===== src/rtl/bpsm_sequencer_if.sv =====
// Purpose: bundles the three handshakes of the pin sequencer: the command FIFO,
//          the SPI byte engine and the result FIFO.
// Ports (master = sequencer side):
//   cmd_data/cmd_nempty -> in, cmd_pop <- out   : first-word-fall-through input FIFO
//   spi_data/spi_start  <- out                  : byte and start strobe to SPI engine
//   spi_busy/spi_done/spi_rx -> in              : SPI engine status and received byte
//   res_data/res_push   <- out, res_full -> in  : result output FIFO
interface bpsm_sequencer_if #(
  parameter int unsigned FIFO_WIDTH = 16
);
  logic [FIFO_WIDTH-1:0] cmd_data;
  logic                  cmd_nempty;
  logic                  cmd_pop;
  logic [7:0]            spi_data;
  logic                  spi_start;
  logic                  spi_busy;
  logic                  spi_done;
  logic [7:0]            spi_rx;
  logic [FIFO_WIDTH-1:0] res_data;
  logic                  res_push;
  logic                  res_full;

  modport master (
    input  cmd_data, cmd_nempty, spi_busy, spi_done, spi_rx, res_full,
    output cmd_pop, spi_data, spi_start, res_data, res_push
  );

  modport slave (
    output cmd_data, cmd_nempty, spi_busy, spi_done, spi_rx, res_full,
    input  cmd_pop, spi_data, spi_start, res_data, res_push
  );
endinterface


===== src/rtl/bpsm_sequencer.sv =====
// Purpose: command sequencer. Fetches 16-bit words (opcode[15:8], operand[7:0])
//          from a FWFT FIFO and executes pin writes, SPI transfers, delays and
//          logic-analyzer start/stop; SPI results go to an output FIFO.
// Ports:
//   clock, reset (async, active-low)
//   pause     : blocks fetching of new commands; rising edge clears error
//   bus       : command FIFO / SPI engine / result FIFO handshakes (master)
//   io_out    : registered pin levels
//   la_active : logic analyzer capture enable
//   active    : high in every state except IDLE
//   error     : sticky unknown-opcode flag
module bpsm_sequencer #(
  parameter int unsigned BP_PINS        = 5,
  parameter int unsigned FIFO_WIDTH     = 16,
  parameter int unsigned DELAY_PRESCALE = 1
) (
  input  logic                clock,
  input  logic                reset,
  input  logic                pause,
  bpsm_sequencer_if.master    bus,
  output logic [BP_PINS-1:0]  io_out,
  output logic                la_active,
  output logic                active,
  output logic                error
);

  localparam int unsigned CNT_W = 8 + $clog2(DELAY_PRESCALE + 1);

  localparam logic [7:0] OP_NOP = 8'h00;
  localparam logic [7:0] OP_PIN = 8'h81;
  localparam logic [7:0] OP_SPI = 8'h08;
  localparam logic [7:0] OP_DLY = 8'h84;
  localparam logic [7:0] OP_LAS = 8'hFE;
  localparam logic [7:0] OP_LAC = 8'hFF;

  typedef enum logic [2:0] {
    IDLE     = 3'd0,
    EXEC     = 3'd1,
    SPI_WAIT = 3'd2,
    PUSH     = 3'd3,
    DELAY    = 3'd4
  } state_t;

  state_t           state_q, state_d;
  logic [15:0]      cmd_q;
  logic [CNT_W-1:0] cnt_q;
  logic             pause_q;
  logic [7:0]       opcode, operand;

  logic cmd_load, pin_load, la_set, la_clr, spi_fire, res_load, dly_load, err_set;

  assign opcode  = cmd_q[15:8];
  assign operand = cmd_q[7:0];

  // State register
  always_ff @(posedge clock or negedge reset) begin
    if (!reset) state_q <= IDLE;
    else        state_q <= state_d;
  end

  // Next-state logic
  always_comb begin
    state_d = state_q;
    unique case (state_q)
      IDLE:     if (bus.cmd_nempty && !pause) state_d = EXEC;
      EXEC: begin
        case (opcode)
          OP_SPI:  if (!bus.spi_busy) state_d = SPI_WAIT;
          OP_DLY:  state_d = (operand == 8'd0) ? IDLE : DELAY;
          default: state_d = IDLE;
        endcase
      end
      SPI_WAIT: if (bus.spi_done) state_d = PUSH;
      PUSH:     if (!bus.res_full) state_d = IDLE;
      DELAY:    if (cnt_q <= CNT_W'(1)) state_d = IDLE;
      default:  state_d = IDLE;
    endcase
  end

  // Output decode: the two FIFO strobes are combinational so they can never
  // contradict the current FIFO status; everything else is a load enable.
  always_comb begin
    bus.cmd_pop  = 1'b0;
    bus.res_push = 1'b0;
    cmd_load     = 1'b0;
    pin_load     = 1'b0;
    la_set       = 1'b0;
    la_clr       = 1'b0;
    spi_fire     = 1'b0;
    res_load     = 1'b0;
    dly_load     = 1'b0;
    err_set      = 1'b0;
    unique case (state_q)
      IDLE: begin
        // reset gating keeps the pop quiet while reset is held low
        if (reset && bus.cmd_nempty && !pause) begin
          bus.cmd_pop = 1'b1;
          cmd_load    = 1'b1;
        end
      end
      EXEC: begin
        case (opcode)
          OP_NOP:  ;
          OP_PIN:  pin_load = 1'b1;
          OP_LAS:  la_set   = 1'b1;
          OP_LAC:  la_clr   = 1'b1;
          OP_SPI:  spi_fire = !bus.spi_busy;
          OP_DLY:  dly_load = (operand != 8'd0);
          default: err_set  = 1'b1;
        endcase
      end
      SPI_WAIT: res_load     = bus.spi_done;
      PUSH:     bus.res_push = !bus.res_full;
      default:  ;
    endcase
  end

  // Datapath and registered outputs
  always_ff @(posedge clock or negedge reset) begin
    if (!reset) begin
      cmd_q         <= 16'h0;
      io_out        <= '0;
      la_active     <= 1'b0;
      bus.spi_data  <= 8'h0;
      bus.spi_start <= 1'b0;
      bus.res_data  <= '0;
      cnt_q         <= '0;
      error         <= 1'b0;
      pause_q       <= 1'b0;
      active        <= 1'b0;
    end else begin
      pause_q       <= pause;
      active        <= (state_d != IDLE);
      bus.spi_start <= spi_fire;
      if (cmd_load) cmd_q <= bus.cmd_data[15:0];
      if (pin_load) io_out <= operand[BP_PINS-1:0];
      if (la_set)   la_active <= 1'b1;
      else if (la_clr) la_active <= 1'b0;
      if (spi_fire) bus.spi_data <= operand;
      if (res_load) bus.res_data <= FIFO_WIDTH'({OP_SPI, bus.spi_rx});
      if (dly_load) cnt_q <= CNT_W'(operand) * CNT_W'(DELAY_PRESCALE);
      else if (state_q == DELAY) cnt_q <= cnt_q - CNT_W'(1);
      // a new unknown opcode outranks a simultaneous pause-edge clear
      if (err_set) error <= 1'b1;
      else if (pause && !pause_q) error <= 1'b0;
    end
  end

endmodule


===== src/flat_wrapper.sv =====
// flat-port wrapper written by rule: the top's interface ports become plain ports
module bpsm_sequencer_flat 
#(
  parameter int unsigned BP_PINS        = 5,
  parameter int unsigned FIFO_WIDTH     = 16,
  parameter int unsigned DELAY_PRESCALE = 1
)
  (clock, reset, pause, io_out, la_active, active, error, bus_cmd_data, bus_cmd_nempty, bus_spi_busy, bus_spi_done, bus_spi_rx, bus_res_full, bus_cmd_pop, bus_spi_data, bus_spi_start, bus_res_data, bus_res_push);
  bpsm_sequencer_if #(.FIFO_WIDTH(FIFO_WIDTH)) bus_i ();
  input  logic clock;
  input  logic reset;
  input  logic pause;
  output logic [BP_PINS-1:0] io_out;
  output logic la_active;
  output logic active;
  output logic error;
  input wire logic [$bits(bus_i.cmd_data)-1:0] bus_cmd_data;
  input wire logic [$bits(bus_i.cmd_nempty)-1:0] bus_cmd_nempty;
  input wire logic [$bits(bus_i.spi_busy)-1:0] bus_spi_busy;
  input wire logic [$bits(bus_i.spi_done)-1:0] bus_spi_done;
  input wire logic [$bits(bus_i.spi_rx)-1:0] bus_spi_rx;
  input wire logic [$bits(bus_i.res_full)-1:0] bus_res_full;
  output wire logic [$bits(bus_i.cmd_pop)-1:0] bus_cmd_pop;
  output wire logic [$bits(bus_i.spi_data)-1:0] bus_spi_data;
  output wire logic [$bits(bus_i.spi_start)-1:0] bus_spi_start;
  output wire logic [$bits(bus_i.res_data)-1:0] bus_res_data;
  output wire logic [$bits(bus_i.res_push)-1:0] bus_res_push;
  assign bus_i.cmd_data = bus_cmd_data;
  assign bus_i.cmd_nempty = bus_cmd_nempty;
  assign bus_i.spi_busy = bus_spi_busy;
  assign bus_i.spi_done = bus_spi_done;
  assign bus_i.spi_rx = bus_spi_rx;
  assign bus_i.res_full = bus_res_full;
  assign bus_cmd_pop = bus_i.cmd_pop;
  assign bus_spi_data = bus_i.spi_data;
  assign bus_spi_start = bus_i.spi_start;
  assign bus_res_data = bus_i.res_data;
  assign bus_res_push = bus_i.res_push;
  bpsm_sequencer #(.BP_PINS(BP_PINS), .FIFO_WIDTH(FIFO_WIDTH), .DELAY_PRESCALE(DELAY_PRESCALE)) u_core (.clock(clock), .reset(reset), .pause(pause), .bus(bus_i), .io_out(io_out), .la_active(la_active), .active(active), .error(error));
endmodule

===== config.mk =====
export PLATFORM = sky130hd
export DESIGN_NAME = bpsm_sequencer_flat
export DESIGN_NICKNAME = d
export VERILOG_FILES = /design/src/rtl/bpsm_sequencer_if.sv /design/src/rtl/bpsm_sequencer.sv /design/src/flat_wrapper.sv
export SDC_FILE = /design/constraint.sdc
export NUM_CORES = 1
export LEC_CHECK = 0
export CORE_ASPECT_RATIO = 0.6
export CORE_MARGIN = 2
export CORE_UTILIZATION = 43
export DETAILED_ROUTE_END_ITERATION = 10
export PLACE_DENSITY_LB_ADDON = 0.3
export SLEW_MARGIN = 15
export SYNTH_ARGS = -nofsm -noshare
export SYNTH_HDL_FRONTEND = slang
export SYNTH_SLANG_ARGS = --single-unit

===== constraint.sdc =====
create_clock -name clock -period 1.8 [get_ports clock]
set_clock_uncertainty 0.15 [all_clocks]
set_input_delay 0.18 -clock clock [delete_from_list [all_inputs] [get_ports clock]]
set_output_delay 0.18 -clock clock [all_outputs]
set_load 0.02 [all_outputs]

Word level (Yosys, flattened, before mapping)
Cells that the tools add are included.
W data, S select, Z words.
- muxes and demuxes: 30
- magnitude comparators: 1
- reductions and logical operators: 17
- equality and inequality tests: 9
- add/subtract/negate cells: 1
- operators with widths (cell ; count):
    $eq A8 B8 Y1 const B ; 4
    $mux W1 ; 20
    $mux W3 ; 6
    $mux W9 ; 2
    $logic_not A8 Y1 ; 2
    $pmux W3 S5 ; 1
    $le A9 B1 Y1 const B ; 1
    $sub A9 B1 Y9 const B ; 1
    $eq A8 B4 Y1 const B ; 1
    $reduce_bool A8 Y1 ; 1
    $eq A3 B2 Y1 const B ; 2
    $pmux W3 S2 ; 1
    $reduce_bool A2 Y1 ; 3
    $reduce_or A6 Y1 ; 1
    $logic_and A1 B1 Y1 ; 4
    $logic_not A1 Y1 ; 4
    $eq A3 B1 Y1 const B ; 1
    $eq A3 B3 Y1 const B ; 1
    $logic_not A3 Y1 ; 1
    $reduce_bool A3 Y1 ; 1
- logic and storage cells: 69
- input port bits: 31
- register bits after elaboration: 55

Depth between registers and ports, before layout
Gate-level depths: netlist of the first run.
- depth in word-level cells: 5
- gate-level depth with buffers: 6
- depth with buffers taken out: 6

Worst setup path before layout of the first run
Ideal clock, no wire load.
- path type: register to register
- from: reg u_core.cmd_q[9]
- to: reg u_core.bus.spi_data[0]
- data arrival time: 1.504 ns
- setup slack: 0.021 ns
- required time: 1.525 ns
- period minus slack after synthesis: 1.779 ns
- path buffers: 0
- cell stages (with the launch flop): 5
- path through: dfrtp_1 > nor4_2 > nand4_2 > nor2_4 > mux2_2
- cells in the longest elaborated chain, start to end: 3
- ends and longest elaborated chain (what ; RTL line ; source):
    start, declared ; bpsm_sequencer.sv:45 ; logic [15:0] cmd_q;
    start signal, assigned ; bpsm_sequencer.sv:135 ; if (cmd_load) cmd_q <= bus.cmd_data[15:0];
    $eq A8 B4 Y1 ; bpsm_sequencer.sv:102 ; case (opcode)
    $mux W1 ; bpsm_sequencer.sv:102 ;
    $mux W1 ; bpsm_sequencer.sv:93 ; unique case (state_q)
    net u_core.spi_fire ; bpsm_sequencer.sv:50 ; logic cmd_load, pin_load, la_set, la_clr, spi_fire, res_load, dly_load, err_set;
    end signal, assigned ; bpsm_sequencer.sv:139 ; if (spi_fire) bus.spi_data <= operand;
    end, declared ; bpsm_sequencer_if.sv:25 ; output cmd_pop, spi_data, spi_start, res_data, res_push
The timed path passes the listed nets, and every way through them passes these cells.
A chain may end at the register's enable or synchronous reset.

Worst setup path in the final report of the first run
- from: reg u_core.cmd_q[9]
- to: reg u_core.bus.spi_data[2]
The elaborated chain is that of the path after synthesis.

==> results of run 1 <==
timing repair:
action	4_1_cts	5_1_grt
buffers inserted	0	1
gates resized for setup	15	19
hold endpoints to repair	55	0
hold buffers	1	0
gates cloned	0	0
endpoints found under the setup margin	25	27
pin swaps	3	6
metal layers:
metal | vias to the layer above | track usage | wire length (um)
li1 | 883 | - | -
met1 | 884 | 0.285 | 2880
met2 | 57 | 0.240 | 2310
met3 | 5 | 0.0548 | 311
met4 | 0 | 0.0250 | 23
met5 | - | 0 | 0
layout make-up:
class	instances	share of cell area
flip-flops and latches	55	0.378
clock inverters	3	0.0195
repair buffers	94	0.245
clock buffers	5	0.0189
multi-input cells	132	0.303
inverters	8	0.00823
well taps	80	0.0274
registers in the layout, summed over array words and instances, names as in the netlist:
name / flops
u_core.cmd_q: 16
u_core.bus.spi_data: 8
u_core.state_q: 3
u_core.cnt_q: 9
u_core.error: 1
u_core.active: 1
u_core.bus.spi_start: 1
u_core.pause_q: 1
u_core.bus.res_data: 9
u_core.la_active: 1
u_core.io_out: 5
power groups by stage:
stage	clock network (mW)	registers, mW	logic (mW)
after floorplan	0	2.01	0.521
after global placement	0	1.82	1.44
after detailed placement	0	1.83	1.48
after CTS	1.01	1.83	1.50
after global routing	1.06	1.89	1.65
final	0.991	1.84	1.53
per-stage QoR:
step                setup TNS (ns)  power [mW]  cell area [sq um]  setup WS [ns]
global placement             -2.43        3.26               3380         -0.289
detailed placement           -3.44        3.31               3380         -0.341
CTS                        -0.0147        4.33               3570       -0.00730
finish                     -0.0192        4.36               3650       -0.00669
global route                -0.476        4.59               3650        -0.0630
floorplan                        0        2.53               2510         0.0212
final timing paths:
check	endpoint	slack, ns	startpoint
max	u_core.bus.spi_data[2]	-0.007	u_core.cmd_q[9]
min in group asynchronous	u_core.bus.res_data[3]	0.42	reset
min reg2reg	u_core.bus.res_data[11]	0.32	u_core.bus.res_data[11]
max in group asynchronous	u_core.cnt_q[0]	0.59	reset
min	u_core.pause_q	0.31	pause
max reg2reg	u_core.bus.spi_data[2]	-0.007	u_core.cmd_q[9]
worst max-delay path: stages, from the launching register on:
cell and delay (ns):
dfrtp_1 0.42, nor4_4 0.34, nand4_2 0.18, nor2_4 0.14
buf_12 0.14, mux2_2 0.33
logic make-up after synthesis:
kind of cell               after synthesis  synth area share
xor gates and xnor gates                 5            0.0176
and+or+nand+nor                         57             0.144
other                                    1           0.00151
adders and majority gates                2            0.0101
muxes                                   38             0.172
DFF                                     55             0.554
buffers and inverters                   19            0.0433
AOI/OAI and AO/OA                       23            0.0574
layout by cell type, fill, tap and decap left out, types with 3 or more instances in the layout:
| cell type | count |
|---|---|
| nand3_1 | 3 |
| o21ai_0 | 3 |
| dfrtp_1 | 53 |
| nand2b_1 | 8 |
| o21ai_1 | 5 |
| a21oi_1 | 5 |
| nor4_4 | 3 |
| xor2_1 | 3 |
| buf_4 | 27 |
| mux2_2 | 36 |
| conb_1 | 7 |
| nor2_1 | 7 |
| inv_1 | 8 |
| nor3_1 | 3 |
| buf_6 | 7 |
| nand4_1 | 3 |
| nor2b_1 | 3 |
| clkdlybuf4s50_1 | 55 |
| clkbuf_8 | 5 |
| nand2_1 | 10 |
==> results.json, run 1 <==
{
  "gp_congestion": 0.846,
  "fp.dieArea_sq_um": 6420,
  "diodes": 0,
  "required_ns": 1.86,
  "area_growth_pct": 46.9,
  "ys_seq_area_frac": 0.554,
  "syn_area_sq_um": 2480,
  "hpwl_um": 3980,
  "synth.top_cell.area_share": 0.554,
  "ys.flop_type": "dfrtp_1",
  "hold_violations": 0,
  "outcome": "finished, violations left",
  "drt-initial-drc-count": 78,
  "via_count": 1829,
  "p_leak_nw": 1.60,
  "vdd_ir_drop_max_mv": 0.584,
  "async_flop_share": 1.00,
  "crit_path_start_kind": "register",
  "utilization": 0.655,
  "hold_path.class": "primary input to register",
  "finalCriticalPeriod_ns": 1.81,
  "cts.clk_slew.worst_paths_ns": 0.10,
  "criticalPathCategory": "register to register",
  "grtUsageTotal": 0.178,
  "cts.htree.levels": 2,
  "yosysMostFrequentCell": "dfrtp_1",
  "cp-end-kind": "register",
  "vias_per_cell": 4.85,
  "io_pins": 66,
  "ys_types": 40,
  "critPathArrivalTime_ns": 1.87,
  "comb_power_share": 0.351,
  "clock_latency_ns": 0.31,
  "grt_max_degree": 56,
  "p_per_area_nw_per_um2": 1190,
  "p_sw_mw": 1.36,
  "synth_warnings": 0,
  "finalMaxSlewViolations": 0,
  "grt_setup_unrepaired": "yes",
  "synth_area_leaders": "dfrtp_1 55%, mux2_2 17%, buf_4 2.7%",
  "max_freq_ghz": 0.553,
  "grt_pass1_wl_um": 8820,
  "path_max_fanout": 9,
  "power_frac_seq": 0.422,
  "synthesis.instances": 200,
  "cts_tree": "built",
  "violations": "negative setup slack",
  "drc": 0,
  "die_h_um": 62.9,
  "fin_ws_ns": -0.00669,
  "clockPowerShare": 0.227,
  "worstMarginPinSlew_ns": 0.668,
  "worst_hold_slack_ns": 0.309,
  "yosysTopAreaCell": "dfrtp_1",
  "multi_input_area_sq_um": 1110,
  "final_antenna_net_count": 0,
  "grt_overflow": 0,
  "min_path_cells": 2,
  "core_area_sq_um": 5570,
  "n_fill_cell": 439,
  "finalNetCount": 329,
  "root_buffer": "clkbuf_8",
  "firstDrtPassIters": 4,
  "dpl.cell_count": 367,
  "cap_violations": 0,
  "switching_share": 0.312,
  "period_share": 1.00,
  "cts_made_buffers": 5,
  "cts_sinks": 55,
  "synthTopCellsByCount": "55 x dfrtp_1, 37 x mux2_2, 10 x nand2_1, 9 x buf_4",
  "wl_per_cell_um": 14.7,
  "setup_viol": 4,
  "seqCellArea_sq_um": 1380,
  "grt_pass1_vias": 1816,
  "r2r_cells": 5,
  "synth_edf_count": 0,
  "wl_um": 5530,
  "ys_ff_latch": 55,
  "stdcell_count": 377,
  "synth_area_per_cell_sq_um": 12.4,
  "rows": 21,
  "clockBufferDepth": 2,
  "internal_power_mw": 3.00,
  "initial_core_util": 0.446,
  "dieWidth_um": 102,
  "port_buffers": 58,
  "drive_gt1_frac": 0.357,
  "relSlewSlack": 0.555,
  "antenna_found_initial": 0
}
Power figures use the tool's default switching activity.
==> run 2, diff against run 1 <==
CORE_MARGIN = default   (was 2)
==> results.json, run 2 (same netlist as run 1, synthesis figures left out) <==
{
  "switching_share": 0.332,
  "reg2reg_slack_ns": -0.02,
  "cts_sinks": 55,
  "drt-initial-drc-count": 54,
  "clock_latency_ns": 0.32,
  "setup_viol": 6,
  "top_register": "u_core.cmd_q",
  "min_path_cells": 2,
  "stdcell_count": 379,
  "grt_max_degree": 56,
  "p_leak_nw": 1.58,
  "crit_path_start_kind": "register",
  "rows": 21,
  "period_share": 1.01,
  "finalNetCount": 331,
  "vdd_ir_drop_max_mv": 0.532,
  "clockPowerShare": 0.168,
  "hold_path.class": "primary input to register",
  "max_freq_ghz": 0.549,
  "clockBufferDepth": 2,
  "grt_pass1_vias": 1741,
  "dieWidth_um": 100,
  "timing.rr.end": "u_core.bus.spi_data[7]",
  "grt_setup_unrepaired": "yes",
  "antenna_found_initial": 0,
  "required_ns": 1.86,
  "path_max_fanout": 9,
  "vias_per_cell": 4.87,
  "cts.htree.levels": 2,
  "final_antenna_net_count": 0,
  "p_sw_mw": 1.34,
  "cp-end-kind": "register",
  "finalMaxSlewViolations": 0,
  "comb_power_share": 0.380,
  "hp-start": "pause",
  "reg2reg_from": "u_core.cmd_q[9]",
  "fp.dieArea_sq_um": 6090,
  "critPathArrivalTime_ns": 1.88,
  "cts_tree": "built",
  "outcome": "finished, violations left",
  "p_per_area_nw_per_um2": 1130,
  "grt_pass1_wl_um": 8410,
  "wl_um": 5540,
  "drc": 0,
  "final_area_sq_um": 3590,
  "violations": "negative setup slack",
  "power_frac_seq": 0.452,
  "firstDrtPassIters": 4,
  "internal_power_mw": 2.70,
  "r2r_cells": 6,
  "initial_core_util": 0.446,
  "worstMarginPinSlew_ns": 0.693,
  "die_h_um": 60.9,
  "core_area_sq_um": 5570,
  "cap_violations": 0,
  "relSlewSlack": 0.538,
  "grtUsageTotal": 0.188,
  "dpl.cell_count": 364,
  "root_buffer": "clkbuf_8",
  "via_count": 1844,
  "drive_gt1_frac": 0.371,
  "hold_violations": 0,
  "finalCriticalPeriod_ns": 1.82,
  "wl_per_cell_um": 14.6,
  "grt_overflow": 0,
  "cts_made_buffers": 5,
  "fin_ws_ns": -0.0199,
  "utilization": 0.644,
  "cts.clk_slew.worst_paths_ns": 0.10,
  "criticalPathCategory": "register to register",
  "holdPathEnd": "u_core.pause_q",
  "largest_register_ffs": 16,
  "area_growth_pct": 44.4,
  "port_buffers": 58,
  "io_pins": 66,
  "hpwl_um": 3820,
  "top_regs": "u_core.cmd_q (16), u_core.bus.res_data (9), u_core.cnt_q (9)",
  "dp_slack_ns": -0.294,
  "final_cell_mix": "55 x clkdlybuf4s50_1, 51 x dfrtp_1, 35 x mux2_2",
  "diodes": 0,
  "final_common_cell": "clkdlybuf4s50_1",
  "place_area_sq_um": 3360,
  "gp_congestion": 0.799,
  "n_fill_cell": 456
}
## run 2: per-stage QoR
stage	total power [mW]	hold slack, ns	setup TNS [ns]
final	4.05	0.317	-0.0883
after floorplan	2.53	-0.266	0
after detailed placement	3.29	0.263	-2.52
after global routing	4.27	0.299	-0.628
after global placement	3.25	0.264	-1.81
after CTS	3.99	0.300	-0.251
## run 2: what timing repair did
action,4_1_cts,5_1_grt
setup endpoints to repair,15,24
pin swaps,2,5
resized for setup,11,21
gates cloned,0,2
endpoints found under the hold margin,55,0
setup buffers,1,4
hold buffers,1,0
## run 2: cell type report
cell class / count / area (sq um) / share of cell area
sequential: 55 / 1380 / 0.385
inverter: 8 / 30.0 / 0.00837
clock buffer: 5 / 68.8 / 0.0192
timing repair buffer: 95 / 866 / 0.241
clock inverter: 3 / 15.0 / 0.00419
tap: 80 / 100 / 0.0279
multi-input combinational: 133 / 1120 / 0.314
## run 2: layer usage
metal  wire [um]  track usage
met5           0            0
met2        2300        0.279
met4          48       0.0497
met3         331       0.0680
met1        2860        0.264
## run 2: worst max path at each step
stage	slack [ns]	startpoint	cells after the start	end
after global routing	-0.08	u_core.cmd_q[9]	6	u_core.bus.spi_data[4]
final	-0.02	u_core.cmd_q[9]	6	u_core.bus.spi_data[7]
after CTS	-0.04	u_core.cmd_q[9]	6	u_core.bus.spi_data[7]
after global placement	-0.29	pause	6	bus_cmd_pop
after floorplan	0.02	u_core.cmd_q[9]	4	u_core.bus.spi_data[0]
after detailed placement	-0.29	pause	6	bus_cmd_pop
## run 2: power by group through the flow
stage	logic, mW	clock network [mW]	registers (mW)
floorplan	0.521	0	2.01
global placement	1.43	0	1.82
detailed placement	1.46	0	1.82
CTS	1.49	0.694	1.81
global route	1.65	0.749	1.87
finish	1.54	0.681	1.83
## run 2: worst max-delay path: stages, from the launching register on
cell	delay [ns]
dfrtp_1	0.39
nor4_2	0.28
buf_4	0.18
nand4_4	0.12
nor2_4	0.13
buf_12	0.14
mux2_2	0.33
==> run 3, diff against run 2 <==
CORE_ASPECT_RATIO = 0.75   (was 0.6)
CORE_UTILIZATION = 52   (was 43)
clock period = 2.2 ns   (was 1.8 ns; I/O delays follow)
==> results.json, run 3 (same netlist as run 1, synthesis figures left out) <==
{
  "cts_made_buffers": 5,
  "cts.clk_slew.worst_paths_ns": 0.10,
  "place_area_sq_um": 3110,
  "postCtsSetupRepairBufs": 0,
  "firstDrtPassIters": 4,
  "drc": 0,
  "setup_viol": 0,
  "finalNetCount": 299,
  "clockBufferDepth": 2,
  "worstMarginPinSlew_ns": 0.677,
  "cts_sinks": 55,
  "fp.dieArea_sq_um": 5060,
  "dieWidth_um": 81.8,
  "fin_ws_ns": 0.117,
  "finalMaxSlewViolations": 0,
  "period_share": 0.947,
  "hold_path.class": "register to register",
  "switching_share": 0.333,
  "vdd_ir_drop_max_mv": 0.623,
  "utilization": 0.713,
  "grt_max_degree": 56,
  "finalCriticalPeriod_ns": 2.08,
  "core_area_sq_um": 4520,
  "grtUsageTotal": 0.222,
  "grt_setup_unrepaired": "no",
  "rows": 21,
  "largest_register_ffs": 16,
  "outcome": "finished clean",
  "p_leak_nw": 1.41,
  "finalSetupTns_ns": 0,
  "antenna_found_initial": 0,
  "grt_overflow": 0,
  "dpl.cell_count": 315,
  "top_regs": "u_core.cmd_q (16), u_core.bus.res_data (9), u_core.cnt_q (9)",
  "max_freq_ghz": 0.480,
  "critPathSlowestCell": "clkdlybuf4s50_1",
  "path_cells": "nand2b_1 > nor2_1 > clkdlybuf4s50_1",
  "initial_core_util": 0.550,
  "clock_latency_ns": 0.31,
  "top_register": "u_core.cmd_q",
  "root_buffer": "clkbuf_8",
  "hold_violations": 0,
  "crit_path_start_kind": "register",
  "n_fill_cell": 351,
  "area_growth_pct": 29.8,
  "final_common_cell": "clkdlybuf4s50_1",
  "relSlewSlack": 0.549,
  "io_pins": 66,
  "criticalPathCategory": "register to output port",
  "dp_slack_ns": 0.0288,
  "cap_violations": 0,
  "drive_gt1_frac": 0.232,
  "final_area_sq_um": 3220,
  "die_h_um": 61.9,
  "internal_power_mw": 2.07,
  "wl_per_cell_um": 15.5,
  "cts_tree": "built",
  "final_antenna_net_count": 0,
  "vias_per_cell": 5.34,
  "hpwl_um": 3700,
  "critPathArrivalTime_ns": 1.71,
  "port_buffers": 58,
  "stdcell_count": 324,
  "final_cell_mix": "56 x clkdlybuf4s50_1, 54 x dfrtp_1, 37 x mux2_2",
  "wl_um": 5030,
  "cpPeakStageDelay_ns": 0.61,
  "required_ns": 1.83,
  "clockPowerShare": 0.183,
  "cp-end-kind": "output port",
  "diodes": 0,
  "power_frac_seq": 0.498,
  "drt-initial-drc-count": 74,
  "via_count": 1729,
  "comb_power_share": 0.318,
  "gp_congestion": 0.791,
  "p_per_area_nw_per_um2": 962,
  "path_max_fanout": 5,
  "grt_pass1_vias": 1658,
  "grt_pass1_wl_um": 8070,
  "cts.htree.levels": 2,
  "p_sw_mw": 1.03
}
## run 3: worst paths after layout
kind	from	to	slack (ns)	cells after the start
max	u_core.state_q[2]	bus_res_push	0.12	3
min	u_core.bus.res_data[11]	u_core.bus.res_data[11]	0.33	1
max reg2reg	u_core.cmd_q[9]	u_core.bus.spi_data[0]	0.21	4
min reg2reg	u_core.bus.res_data[11]	u_core.bus.res_data[11]	0.33	1
max in group asynchronous	reset	u_core.state_q[1]	0.94	3
min in group asynchronous	reset	u_core.bus.res_data[1]	0.47	3
## run 3: repair_timing
item                                   in CTS  in global routing
endpoints found under the hold margin      55                  0
setup endpoints to repair                   1                  0
hold buffers                                1                  0
resized for setup                           3                  0
## run 3: metal layers
| layer | routed length (um) | vias to the layer above | part of all wire | global-route usage |
|---|---|---|---|---|
| li1 | - | 823 | - | - |
| met1 | 2450 | 850 | 0.49 | 0.318 |
| met2 | 2270 | 49 | 0.45 | 0.335 |
| met3 | 257 | 7 | 0.051 | 0.0511 |
| met4 | 51 | 0 | 0.010 | 0.0752 |
| met5 | 0 | - | 0 | 0 |
## run 3: layout make-up
type,count,area (sq um),share of cell area
Multi-Input combinational cell,132,1030,0.320
Sequential cell,55,1380,0.427
Clock inverter,3,22.5,0.00699
Clock buffer,5,68.8,0.0214
Tap cell,57,71.3,0.0221
Inverter,8,30.0,0.00932
Timing Repair Buffer,64,622,0.193
## run 3: worst max-delay path, delay by kind of cell, from the launching register on
| family | cells | cell delay [ns] |
|---|---|---|
| buffers and inverters | 1 | 0.61 |
| AND/OR/NAND/NOR | 2 | 0.33 |
| flip-flops | 1 | 0.46 |
## run 3: power by group through the flow
stage / Combinational, mW / Sequential [mW] / Clock, mW
6_report: 0.987 / 1.54 / 0.569
5_1_grt: 1.07 / 1.59 / 0.632
4_1_cts: 0.998 / 1.55 / 0.589
3_5_place_dp: 0.992 / 1.56 / 0
3_3_place_gp: 0.964 / 1.54 / 0
2_1_floorplan: 0.427 / 1.65 / 0
## run 3: through the flow
step	power, mW	hold WS (ns)
2_1_floorplan	2.07	-0.226
3_3_place_gp	2.51	0.303
3_5_place_dp	2.56	0.293
4_1_cts	3.13	0.333
5_1_grt	3.29	0.342
6_report	3.10	0.330
